File: src/rtl/crc16_pkg.sv
// Shared CRC-16/CCITT-FALSE constants and the single-byte update used by the unrolled chain.
package crc16_pkg;

  localparam logic [15:0] CRC16_POLY = 16'h1021;
  localparam logic [15:0] CRC16_INIT = 16'hFFFF;

  // One byte, MSB-first, no reflection.
  function automatic logic [15:0] crc16_byte(input logic [15:0] crc, input logic [7:0] d);
    logic [15:0] c;
    c = crc ^ {d, 8'h00};
    for (int i = 0; i < 8; i++) begin
      c = c[15] ? ({c[14:0], 1'b0} ^ CRC16_POLY) : {c[14:0], 1'b0};
    end
    return c;
  endfunction

endpackage

File: src/rtl/crc16_byte_step.sv
// Combinational one-byte CRC-16 update; chained once per payload byte by crc16.
module crc16_byte_step
  import crc16_pkg::*;
(
  input  logic [15:0] crc_i,
  input  logic [7:0]  data_i,
  output logic [15:0] crc_o
);

  assign crc_o = crc16_byte(crc_i, data_i);

endmodule

File: src/rtl/crc16.sv
// Single-cycle CRC-16 over a parallel packet: all payload bytes are hashed in one unrolled chain,
// the result is compared with the trailing big-endian CRC, and both are registered.
module crc16
  import crc16_pkg::*;
#(
  parameter int unsigned PACKAGE_SIZE = 16,
  parameter int unsigned STREAM_SIZE  = 128
) (
  input  logic                   iClk,
  input  logic                   iRst_n,
  input  logic                   iDataValid,
  input  logic [STREAM_SIZE-1:0] iData,
  output logic                   oSuccess,
  output logic                   oFinish,
  output logic [15:0]            oCrc
);

  localparam int unsigned NumBytes = PACKAGE_SIZE - 2;

  logic [15:0] chain [NumBytes+1];
  logic [15:0] crc_calc;

  assign chain[0] = CRC16_INIT;

  // Byte 0 sits in the top byte of iData.
  for (genvar g = 0; g < NumBytes; g++) begin : gen_step
    crc16_byte_step u_step (
      .crc_i  (chain[g]),
      .data_i (iData[STREAM_SIZE-1-8*g -: 8]),
      .crc_o  (chain[g+1])
    );
  end

  assign crc_calc = chain[NumBytes];

  logic [15:0] crc_d, crc_q;
  logic        success_d, success_q;
  logic        finish_d, finish_q;

  always_comb begin
    crc_d     = crc_q;
    success_d = success_q;
    finish_d  = iDataValid;
    if (iDataValid) begin
      crc_d     = crc_calc;
      success_d = (crc_calc == iData[15:0]);
    end
  end

  always_ff @(posedge iClk or negedge iRst_n) begin
    if (!iRst_n) begin
      crc_q     <= 16'h0000;
      success_q <= 1'b0;
      finish_q  <= 1'b0;
    end else begin
      crc_q     <= crc_d;
      success_q <= success_d;
      finish_q  <= finish_d;
    end
  end

  assign oCrc     = crc_q;
  assign oSuccess = success_q;
  assign oFinish  = finish_q;

endmodule

File: config.mk
export PLATFORM = sky130hd
export DESIGN_NAME = crc16
export DESIGN_NICKNAME = d
export VERILOG_FILES = /design/src/rtl/crc16_pkg.sv /design/src/rtl/crc16_byte_step.sv /design/src/rtl/crc16.sv
export SDC_FILE = /design/constraint.sdc
export NUM_CORES = 1
export LEC_CHECK = 0
export CORE_UTILIZATION = 50
export DETAILED_ROUTE_END_ITERATION = 8
export PLACE_DENSITY = 0.8
export SYNTH_ARGS = -nofsm -noshare
export SYNTH_HDL_FRONTEND = slang
export SYNTH_HIERARCHICAL = 1
export SYNTH_SLANG_ARGS = --single-unit
export TNS_END_PERCENT = 20
File: constraint.sdc
create_clock -name iClk -period 1.02 [get_ports iClk]
set_input_delay 0.204 -clock iClk [delete_from_list [all_inputs] [get_ports iClk]]
set_output_delay 0.204 -clock iClk [all_outputs]
set_load 0.02 [all_outputs]
==> summary by stage, run 1 <==
Status
The run finished, with violations left. The final reports fail on setup timing.

Route
For this block, the routed nets add up to 26.15 mm of wire. The post-route DRC violation count is 0. The post-detailed-route via-to-cell ratio is between 5 and 6. The detailed router finished its first iteration with slightly above 300 violations. The pre-antenna-repair detailed-routing pass consisted of 4 iterations.

After detailed routing, the average wire length per cell comes to 26.55 um. In this run the remaining antenna-violating nets after routing total 0. Across all layers, the routed design uses 5114 vias.

STA
The worst pin sits at a relative slew slack of a little under half. The upper clock frequency limit is ~95 MHz. The final worst hold slack is 0.3213 ns. For the pin with the worst max-slew slack, the measured transition is 0.8204 ns. After layout, the worst path uses 1033% of the clock period. The count of endpoints failing hold in the final timing report is 0. Setup violations remaining at the end of the flow were counted as 18. Setup repair after global routing could not meet its margin everywhere.

Setup slack on the critical path of the routed design comes to -9.517 ns. The max-slew violation total from the final report is 0. The setup skew after layout is 0 ns. The routed design could run at a clock period as short as 10.54 ns.

Synthesis
Counting flops and latches in the post-synthesis netlist gives 18. Ranked by total cell area, the synthesized netlist is headed by sky130_fd_sc_hd__xnor3_1 24%, sky130_fd_sc_hd__xor3_1 21%, sky130_fd_sc_hd__xnor2_1 15%. The gate count of the mapped netlist is 409. The synthesized design devotes to its leading area cell type about a quarter of total area. After synthesis, flip-flops and latches occupy a little under 7% of the total area. The number of warning messages in the yosys log is 6. Dividing the synthesized area by the synthesized cell count gives roughly 16 um2. The largest total area in the synthesized netlist belongs to sky130_fd_sc_hd__xnor3_1. In this run the cell area of the synthesized design comes to 0.006470 mm2. The synthesized netlist contains 14 unique library cells.

Clock tree
The clock insertion delay at the later pin of the skew report is 0.24 ns. The number of buffers added by the clock tree synthesis step is 3. Counting every sink on the clock net gives 18. The deepest level of the CTS H-tree is 1. The TritonCTS clock tree is built.

The root buffer cell is sky130_fd_sc_hd__clkbuf_16. The count of hold-fix buffers inserted at cts is 0. The maximum buffer depth of the clock tree is 2. Clock-pin slew was measured on the worst setup and hold paths at 0.05 ns.

GRT
The fraction of met2 tracks used by global routing is 65.31%. The total global routing overflow is 0. The number of global-route vias before repair was 5661.

The number of antenna violations at the first check in global routing is 1. The overall track demand over capacity in global routing is 34.98%. In the global route stage, met1 resource usage came out at between 30% and 40%. The fraction of met3 tracks used by global routing is 9.310%. The wire length of the first global-routing pass is between 30 and 40 mm. The global routing stage identified its most utilized layer as met2. The pin count of the biggest net entering global routing is 19.

Place
Summed over all nets, the half-perimeter wirelength after detailed placement is 13.65 mm. The total of buffers placed on input and output ports is 148. The final weighted congestion in routability-driven placement is 0.9475. OpenSTA, run right after detailed placement, puts the worst setup slack at -9.870 ns.

Final layout
From synthesis to final layout, the design area changed by 68.94%. The fraction of layout instances using a drive strength above 1 is 56.28%. The number of nets in the finished design is 945. Once layout is complete, the utilization of the core stands at 86.62%. The filler cell count is 505.

Setup path
The top cell family by delay on the critical path is XOR/XNOR gates. For this design, the slowest cell found on the critical path is sky130_fd_sc_hd__xor2_1. The slack of the worst reg-to-reg path is 0.21 ns.

The critical path class is primary input to flip-flop. The kind of end point of the critical path is a flip-flop. The delay of the slowest critical-path stage is between 0.6 and 0.7 ns. For the worst setup path, the data required time is 1.21 ns. The critical path contains buffers and inverters numbering 12 combined.

The type of element launching the critical path is a primary input. The maximum net fanout on the critical path is 3. At the worst endpoint, the arrival time is 10.72 ns.

Among the stages of the critical path, the cell type that occurs most often is sky130_fd_sc_hd__xnor2_2.

Floorplan
The floorplan step set the die height to 115.8 um. In this run the standard cell core region covers 0.01262 mm2. The number of placement rows is 41. For this configuration, the core starts out at a cell density of 51.27%.

The die is approximately 120 um wide. The die covers 0.01340 mm2. The number of I/O pins is approximately 150.

Run
Max-cap violations in this run came to 0.

Worst hold path
The path class of the tightest hold or removal check is primary input to asynchronous set/reset pin.
Yosys cell counts, drive strengths merged:
library cell  number
conb               1
xnor3             70
nand4              4
dfrtp             18
xor2              42
nor4               1
buf                2
inv               14
xnor2            184
mux2              17
xor3              56
cells by family after synthesis:
group         after synthesis  share of synthesized area, %
flops                      18                         6.962
other cells                 1                       0.05796
mux                        17                         2.959
buf+inv                    16                         1.006
simple gates                5                        0.4835
xor+xnor                  352                         88.53
per-layer routing:
layer / vias to the layer above / part of all wire (%) / routed length, um
met1: 2509 / 31 / 8200
met2: 312 / 53 / 13830
met3: 127 / 8.7 / 2264
met5: - / 0 / 0
met4: 0 / 7.1 / 1853
li1: 2166 / - / -
final cells by class:
class / count / area [um2] / area share (%)
inverters: 14 / 52.55 / 0.4808
multi-input cells: 391 / 6794 / 62.16
diodes: 1 / 2.502 / 0.02289
well taps: 172 / 215.2 / 1.969
clock buffers: 3 / 75.07 / 0.6868
flip-flops and latches: 18 / 450.4 / 4.121
repair buffers: 386 / 3341 / 30.56
placed cells by master (no fill, tap or decap), drive strengths merged:
cell,synthesis,final
clkdlybuf4s15,0,1
dlygate4sd2,0,1
xor3,56,56
clkbuf,0,3
xor2,42,42
nand4,4,4
mux2,17,17
dfrtp,18,18
diode,0,1
inv,14,14
buf,2,262
conb,1,17
clkdlybuf4s50,0,122
xnor3,70,70
xnor2,184,184
nor4,1,1
through the flow:
stage / cell area [um2] / std cells / TNS (ns)
after floorplan: 6566 / 425 / -148.82
after CTS: 10670 / 978 / -138.68
final: 10930 / 985 / -152.01
after global placement: 9334 / 884 / -155.20
after global routing: 10930 / 984 / -155.02
after detailed placement: 9334 / 884 / -159.91
worst paths after layout:
check / start / end / depth (start not counted)
worst min register to register: oCrc[6]$_DFFE_PN0P_ / oCrc[6]$_DFFE_PN0P_ / 1
min in group iClk: oCrc[6]$_DFFE_PN0P_ / oCrc[6]$_DFFE_PN0P_ / 1
worst min-delay path: iRst_n / oCrc[10]$_DFFE_PN0P_ / 2
worst max-delay path: iData[123] / oSuccess$_DFFE_PN0P_ / 41
worst max register to register: oCrc[10]$_DFFE_PN0P_ / oCrc[10]$_DFFE_PN0P_ / 1
max in group asynchronous: iRst_n / oCrc[1]$_DFFE_PN0P_ / 2
sequential cells by signal (all words and copies together) (netlist names):
name	count
oCrc	16
oFinish	1
oSuccess	1
timing repair:
| item | CTS | global route |
|---|---|---|
| setup buffers | 97 | 8 |
| gates resized for setup | 232 | 33 |
| endpoints found under the setup margin | 35 | 22 |
| pin swaps | 139 | 19 |
Power of run 1 is left out: the tool's default activity adds up to more than one toggle a clock period on the data nets, which glitch-free logic cannot reach.
==> run 2: changes to the inputs <==
--- a/config.mk
+++ b/config.mk
@@ -7,9 +7,8 @@
 export LEC_CHECK = 0
 export CORE_UTILIZATION = 50
 export DETAILED_ROUTE_END_ITERATION = 8
-export PLACE_DENSITY = 0.8
+export PLACE_DENSITY = 0.82
 export SYNTH_ARGS = -nofsm -noshare
 export SYNTH_HDL_FRONTEND = slang
-export SYNTH_HIERARCHICAL = 1
 export SYNTH_SLANG_ARGS = --single-unit
 export TNS_END_PERCENT = 20
==> run 2 against run 1 <==
Compared with the run above: the run now fails in global routing (5_1_grt); synthesized area shrank 10%; synthesized cell count increased by 4.4%.
==> summary by stage, run 2 <==
Floorplan
For this configuration, the core starts out at a cell density of between 50 and 60%. The die is around 110 um tall. The number of placement rows is 38.

The horizontal die dimension is 109.7 um. The number of I/O pins is 149.

Clock tree
The number of buffers added by the clock tree synthesis step is 3. The count of hold-fix buffers inserted at cts is 0. CTS built an H-tree with a depth of 1.

The maximum buffer depth of the clock tree is 2. Counting every sink on the clock net gives 18. CTS placed an instance of sky130_fd_sc_hd__clkbuf_16 at the clock tree root.

Place
Detailed placement finished with a half-perimeter wire length of 15.82 mm. The total of buffers placed on input and output ports is about 150. The setup slack at placement is -5.163 ns. Routability-driven placement finished with a final weighted congestion of 0.9041.

Synthesis
In this run, synthesis inferred 0 flip-flops with an integrated enable. The synthesized design contains 18 register bits. In the synthesized netlist the async set-or-reset flop fraction comes to 100.0%.

Each instance of the synthesized netlist takes up on average 13.57 um2. The post-synth design cell area is slightly below 0.006 mm2. The number of warning messages in the yosys log is 0. The xor-xnor portion of the synthesized cell area is 86.18%. After synthesis, the largest family of logic cells by area is XOR/XNOR gates. The most common flop cell mapped by yosys is sky130_fd_sc_hd__dfrtp_1.

The most common cell in the synthesized netlist is sky130_fd_sc_hd__xnor2_1. The net count after synthesis is 558. After synthesis, the share of cell area in mux cells is 1.511%. In the synthesized netlist, the cells that appear most often are 152 x sky130_fd_sc_hd__xnor2_1, 90 x sky130_fd_sc_hd__xnor3_1, 58 x sky130_fd_sc_hd__xor2_1, 19 x sky130_fd_sc_hd__xor3_1, 18 x sky130_fd_sc_hd__dfrtp_1.

Synthesis handed over a netlist of 427 instances. Of the total synthesized cell area, the portion taken by AND, OR, NAND and NOR gates is 2.224%. The compound-gate portion of the synthesized area is approximately 1.4%. Summing the areas of all fa, ha and maj instances in the mapped netlist gives 0% of the synthesized area. The register area share after synthesis is approximately 7.8%. The count of cell types in the netlist is 28.

After synthesis, the largest area contributor takes up 34.97% of total cell area. Ranked by total cell area, the synthesized netlist is headed by sky130_fd_sc_hd__xnor3_1 35%, sky130_fd_sc_hd__xnor2_1 23%, sky130_fd_sc_hd__xor2_1 8.8%. The cell taking the most area after synthesis is sky130_fd_sc_hd__xnor3_1.

GRT
Entering global routing, the biggest net connects 19 pins. The total global routing overflow is 643. The overall track demand over capacity in global routing is 89.67%.

Status
The tool reported: "[ERROR GRT-0232] Routing congestion too high. Check the congestion heatmap in the GUI". The run stopped with a tool error. It got as far as global routing (5_1_grt) and failed there.

STA
The last worst endpoint in the global-route repair_timing is oSuccess$_DFFE_PN0P_/D. After the last repair the worst path ends at a register input.
## run 2: changes by cell type after synthesis, moves of 16 or more
cell,previous run,this run
sky130_fd_sc_hd__xnor2_1,114,152
sky130_fd_sc_hd__xor3_1,56,19
sky130_fd_sc_hd__xnor2_2,42,10
sky130_fd_sc_hd__xnor2_4,28,0
sky130_fd_sc_hd__xnor3_1,70,90
sky130_fd_sc_hd__nor2_1,0,17
sky130_fd_sc_hd__xor2_1,42,58
## run 2: stage by stage
step           hold slack [ns]  cells  cell area, um2  TNS (ns)  util [%]
3_5_place_dp            0.4991    899            9148    -82.88     82.57
2_1_floorplan         -0.09159    427            6090    -63.50         -
4_1_cts                 0.2948    953           10250    -75.64     92.49
3_3_place_gp            0.4897    899            9148    -79.47     82.57
## run 2: logic make-up after synthesis
logic type / after synthesis
XOR/XNOR: 352
flip-flops: 18
AO/OA/AOI/OAI: 13
AND/OR/NAND/NOR: 27
buffers and inverters: 9
multiplexers: 8
## run 2: layer usage
metal | GRT overflow | global-route usage (%)
met4 | 178 | 106.8
met5 | 0 | 20.09
met1 | 5 | 81.55
met3 | 1 | 65.38
met2 | 459 | 116.3
## run 2: repair_timing
item | 4_1_cts
endpoints found under the setup margin | 35
resized for setup | 186
pin swaps | 58
buffers inserted | 54
==> run 3: changes to the inputs <==
--- a/config.mk
+++ b/config.mk
@@ -5,9 +5,9 @@
 export SDC_FILE = /design/constraint.sdc
 export NUM_CORES = 1
 export LEC_CHECK = 0
-export CORE_UTILIZATION = 50
+export CORE_UTILIZATION = 35
 export DETAILED_ROUTE_END_ITERATION = 8
-export PLACE_DENSITY = 0.82
+export PLACE_DENSITY_LB_ADDON = 0.15
 export SYNTH_ARGS = -nofsm -noshare
 export SYNTH_HDL_FRONTEND = slang
 export SYNTH_SLANG_ARGS = --single-unit
==> run 3 against run 2 <==
Compared with the run above: the flow now finishes, with violations (setup timing); synthesized cell count is the same; synthesized area is the same.
==> summary by stage, run 3 <==
Status
The flow ran to the end, but the final reports show violations. The checks that failed: setup timing.

Setup path
The type of element launching the critical path is a primary input. The kind of end point of the critical path is a flip-flop. At the worst endpoint, the required time is 1.20 ns. The maximum net fanout on the critical path is 4. The endpoint of the lowest-slack register-to-register path is oCrc[2]$_DFFE_PN0P_. For flop-to-flop paths, the worst setup slack is between 0.2 and 0.25 ns. The worst register-to-register path has a depth of 3. Data arrives at the worst endpoint at 5.70 ns.

The slowest cell on the critical path is sky130_fd_sc_hd__xnor3_2. The worst setup path is of the primary input to flip-flop kind. The worst register-to-register path begins at oCrc[2]$_DFFE_PN0P_. The signal on the critical path passes through buf_6, xnor3_2, buf_4, buf_6, xnor2_4, buf_6, xnor3_1, buf_4, xnor3_2, xnor3_1, xnor3_1, xnor2_2, xnor3_1, buf_4, xnor3_2, xnor3_2, xor3_2, buf_4, xor2_1, and3_1, o2111ai_2, o2bb2ai_1. The delay of the slowest critical-path stage is 0.46 ns.

Place
Timing analysis after detailed placement gives a worst setup slack of -5.038 ns. The cell count after placement is 985. The half-perimeter wire length after placement is 14.41 mm.

Input and output buffers added on the ports amount to 148. The final weighted congestion in routability-driven placement is 0.8199.

Route
Summed over all layers, the routed wires come to 18.40 mm. The routed wirelength normalized by instance count is 17.21 um. The detail route stage leaves a number of antenna-violating nets equal to 0. The overall via count from detail_route is 4631. The first-iteration detailed-routing DRC count is 120. After detailed routing, the number of remaining DRC violations is 0. Dividing the detail-routed via count by the number of cells gives 4.332. The number of iterations in the first detailed-routing pass is 4.

Clock tree
TritonCTS built the clock tree. The root buffer cell is sky130_fd_sc_hd__clkbuf_16. For this design, the CTS-stage hold fixing added 0 buffers. The clock-pin slew of the registers on the worst-case setup and hold paths is 0.05 ns. The deepest level of the CTS H-tree is 1.

The number of buffers added by the clock tree synthesis step is 3. The clock sink total is 18. The longest clock path from root to sink contains 2 buffers. The clock reaches the later pin of the worst-skew pair after 0.25 ns.

STA
Setup repair after global routing could not meet its margin everywhere. For the pin with the worst max-slew slack, the measured transition is between 0.4 and 0.5 ns. The worst path uses 541.5% of the clock period. The number of failing setup endpoints in the final timing report is 17. The max-slew violation total from the final report is 0. The setup skew after layout is 0 ns. The upper clock frequency limit is 181.0 MHz. Headroom to the max-slew limit came out at 71.68%. The total negative slack for setup checks is -70.80 ns. The slack of the critical path is -4.504 ns.

The count of endpoints failing hold in the final timing report is 0. The time the final worst path needs with I/O delays and setup is 5.524 ns.

Final layout
The post-layout instance count excluding filler cells is 1069. The register with the most flip-flops in the layout has 16 of them. The library cells used most frequently in the layout, excluding fill and tap cells, are 252 x sky130_fd_sc_hd__buf_4, 107 x sky130_fd_sc_hd__clkdlybuf4s50_1, 95 x sky130_fd_sc_hd__xnor2_1, 58 x sky130_fd_sc_hd__xnor3_1, 46 x sky130_fd_sc_hd__xnor3_2. At the end of the flow, the number of nets in the layout was roughly 990.

From synthesis to final layout, the design area changed by 86.53%. The library cell used most frequently in the layout, excluding fill and tap cells, is sky130_fd_sc_hd__buf_4. The filler cell count is 1147. The fraction of the core area covered by cells at the end of the flow is 67.56%. The antenna diode instance count is 0. Of the cells placed in the final design, the portion with a size suffix greater than 1 is a little under three fifths.

Floorplan
The die outline area is 0.01708 mm2. The number of I/O pins is ~150. The number of placement rows is between 40 and 50. The height of the chip is approximately 130 um. The region available for standard cell placement spans 0.01600 mm2. The horizontal die dimension is 130.7 um. The initial utilization of the core area, before any placement, comes to 36.22%.

GRT
The first global-routing pass estimated 27.88 mm of wire. Global routing used 21.90% of the available tracks across all layers. Global routing finished with a remaining overflow of 0. The pin count of the biggest net entering global routing is 19. The number of antenna violations at the first check in global routing is 0. The number of global-route vias before repair is about 5.2k.

Synthesis
The gate count of the mapped netlist is 427. The net count after synthesis is 558. Counting flops with a built-in enable in the synthesized netlist gives 0. The most used standard cell by instance count after synthesis is sky130_fd_sc_hd__xnor2_1. The cell taking the most area after synthesis is sky130_fd_sc_hd__xnor3_1.

Yosys mapped the design onto 28 distinct sky130hd cell types. The register area share after synthesis is 7.772%. The share of async-settable or async-resettable flops after synthesis is 100.0%. After synthesis the netlist holds a flip-flop and latch count of 18.

After synthesis, the cell types taking the most area are sky130_fd_sc_hd__xnor3_1 35%, sky130_fd_sc_hd__xnor2_1 23%, sky130_fd_sc_hd__xor2_1 8.8%. The Yosys step of the flow raised 0 warnings. The mean cell area of the mapped netlist is 13.57 um2. Ranked by instance count, the synthesized netlist is headed by 152 x sky130_fd_sc_hd__xnor2_1, 90 x sky130_fd_sc_hd__xnor3_1, 58 x sky130_fd_sc_hd__xor2_1, 19 x sky130_fd_sc_hd__xor3_1, 18 x sky130_fd_sc_hd__dfrtp_1. The portion of synthesized cell area occupied by the leading cell type is 34.97%. Among all flip-flop cells after synthesis, the most frequent one is sky130_fd_sc_hd__dfrtp_1.

The post-synth design cell area is roughly 0.0058 mm2.

Run
The max-cap violation count is 0.

Worst hold path
The path type of the worst min-delay path is primary input to asynchronous set/reset pin.
==> run 3: cell counts after synthesis <==
No cell type changed its count.
==> run 3: cell families (layout without fill, tap and decap cells) <==
kind of cell / after synthesis / after routing / synth area share (%)
flops: 18 / 18 / 7.772
xor+xnor: 352 / 352 / 86.18
compound gates: 13 / 13 / 1.403
mux: 8 / 8 / 1.511
simple gates: 27 / 27 / 2.224
buf+inv: 9 / 435 / 0.9067
==> run 3: per-layer routing <==
layer	vias to the layer above	routed length (um)	part of all wire [%]	track usage, %
met5	-	0	0	0
met4	0	189	1.0	2.434
met3	12	611	3.3	1.914
met2	96	9630	52	40.34
met1	2239	7967	43	28.77
li1	2284	-	-	-
==> run 3: area by class of cell <==
cell class                 count  area (um2)  area share (%)
tap                          216       270.3           2.500
multi-input combinational    400        6311           58.38
inverter                       2       7.507         0.06944
clock buffer                   3       75.07          0.6944
sequential                    18       450.4           4.167
timing repair buffer         430        3696           34.19
==> run 3: repair_timing <==
action                                  CTS  global route
pin swaps                                65            37
endpoints found under the setup margin   35            25
hold endpoints to repair                  0             0
gates resized for setup                 210            61
buffers inserted                         58            25
==> run 3: critical path: cells and delay by family <==
family	cells	cell delay, ns
xor+xnor	12	4.04
buf+inv	7	0.95
simple gates	1	0.19
compound gates	2	0.31
==> run 3: worst max path at each step <==
stage,depth (start not counted),to,slack (ns),from
finish,22,oSuccess$_DFFE_PN0P_,-4.50,iData[123]
global placement,17,oSuccess$_DFFE_PN0P_,-5.09,iData[123]
global route,22,oSuccess$_DFFE_PN0P_,-4.70,iData[123]
CTS,21,oSuccess$_DFFE_PN0P_,-4.54,iData[121]
detailed placement,18,oSuccess$_DFFE_PN0P_,-5.04,iData[125]
floorplan,15,oSuccess$_DFFE_PN0P_,-4.09,iData[125]
==> run 3: metrics by stage <==
step / hold WS (ns) / area, um2
floorplan: -0.09159 / 6090
global placement: 0.4862 / 9330
detailed placement: 0.4855 / 9330
CTS: 0.3130 / 10390
global route: 0.3164 / 10810
finish: 0.3144 / 10810
Power of run 3 is left out for the same reason.
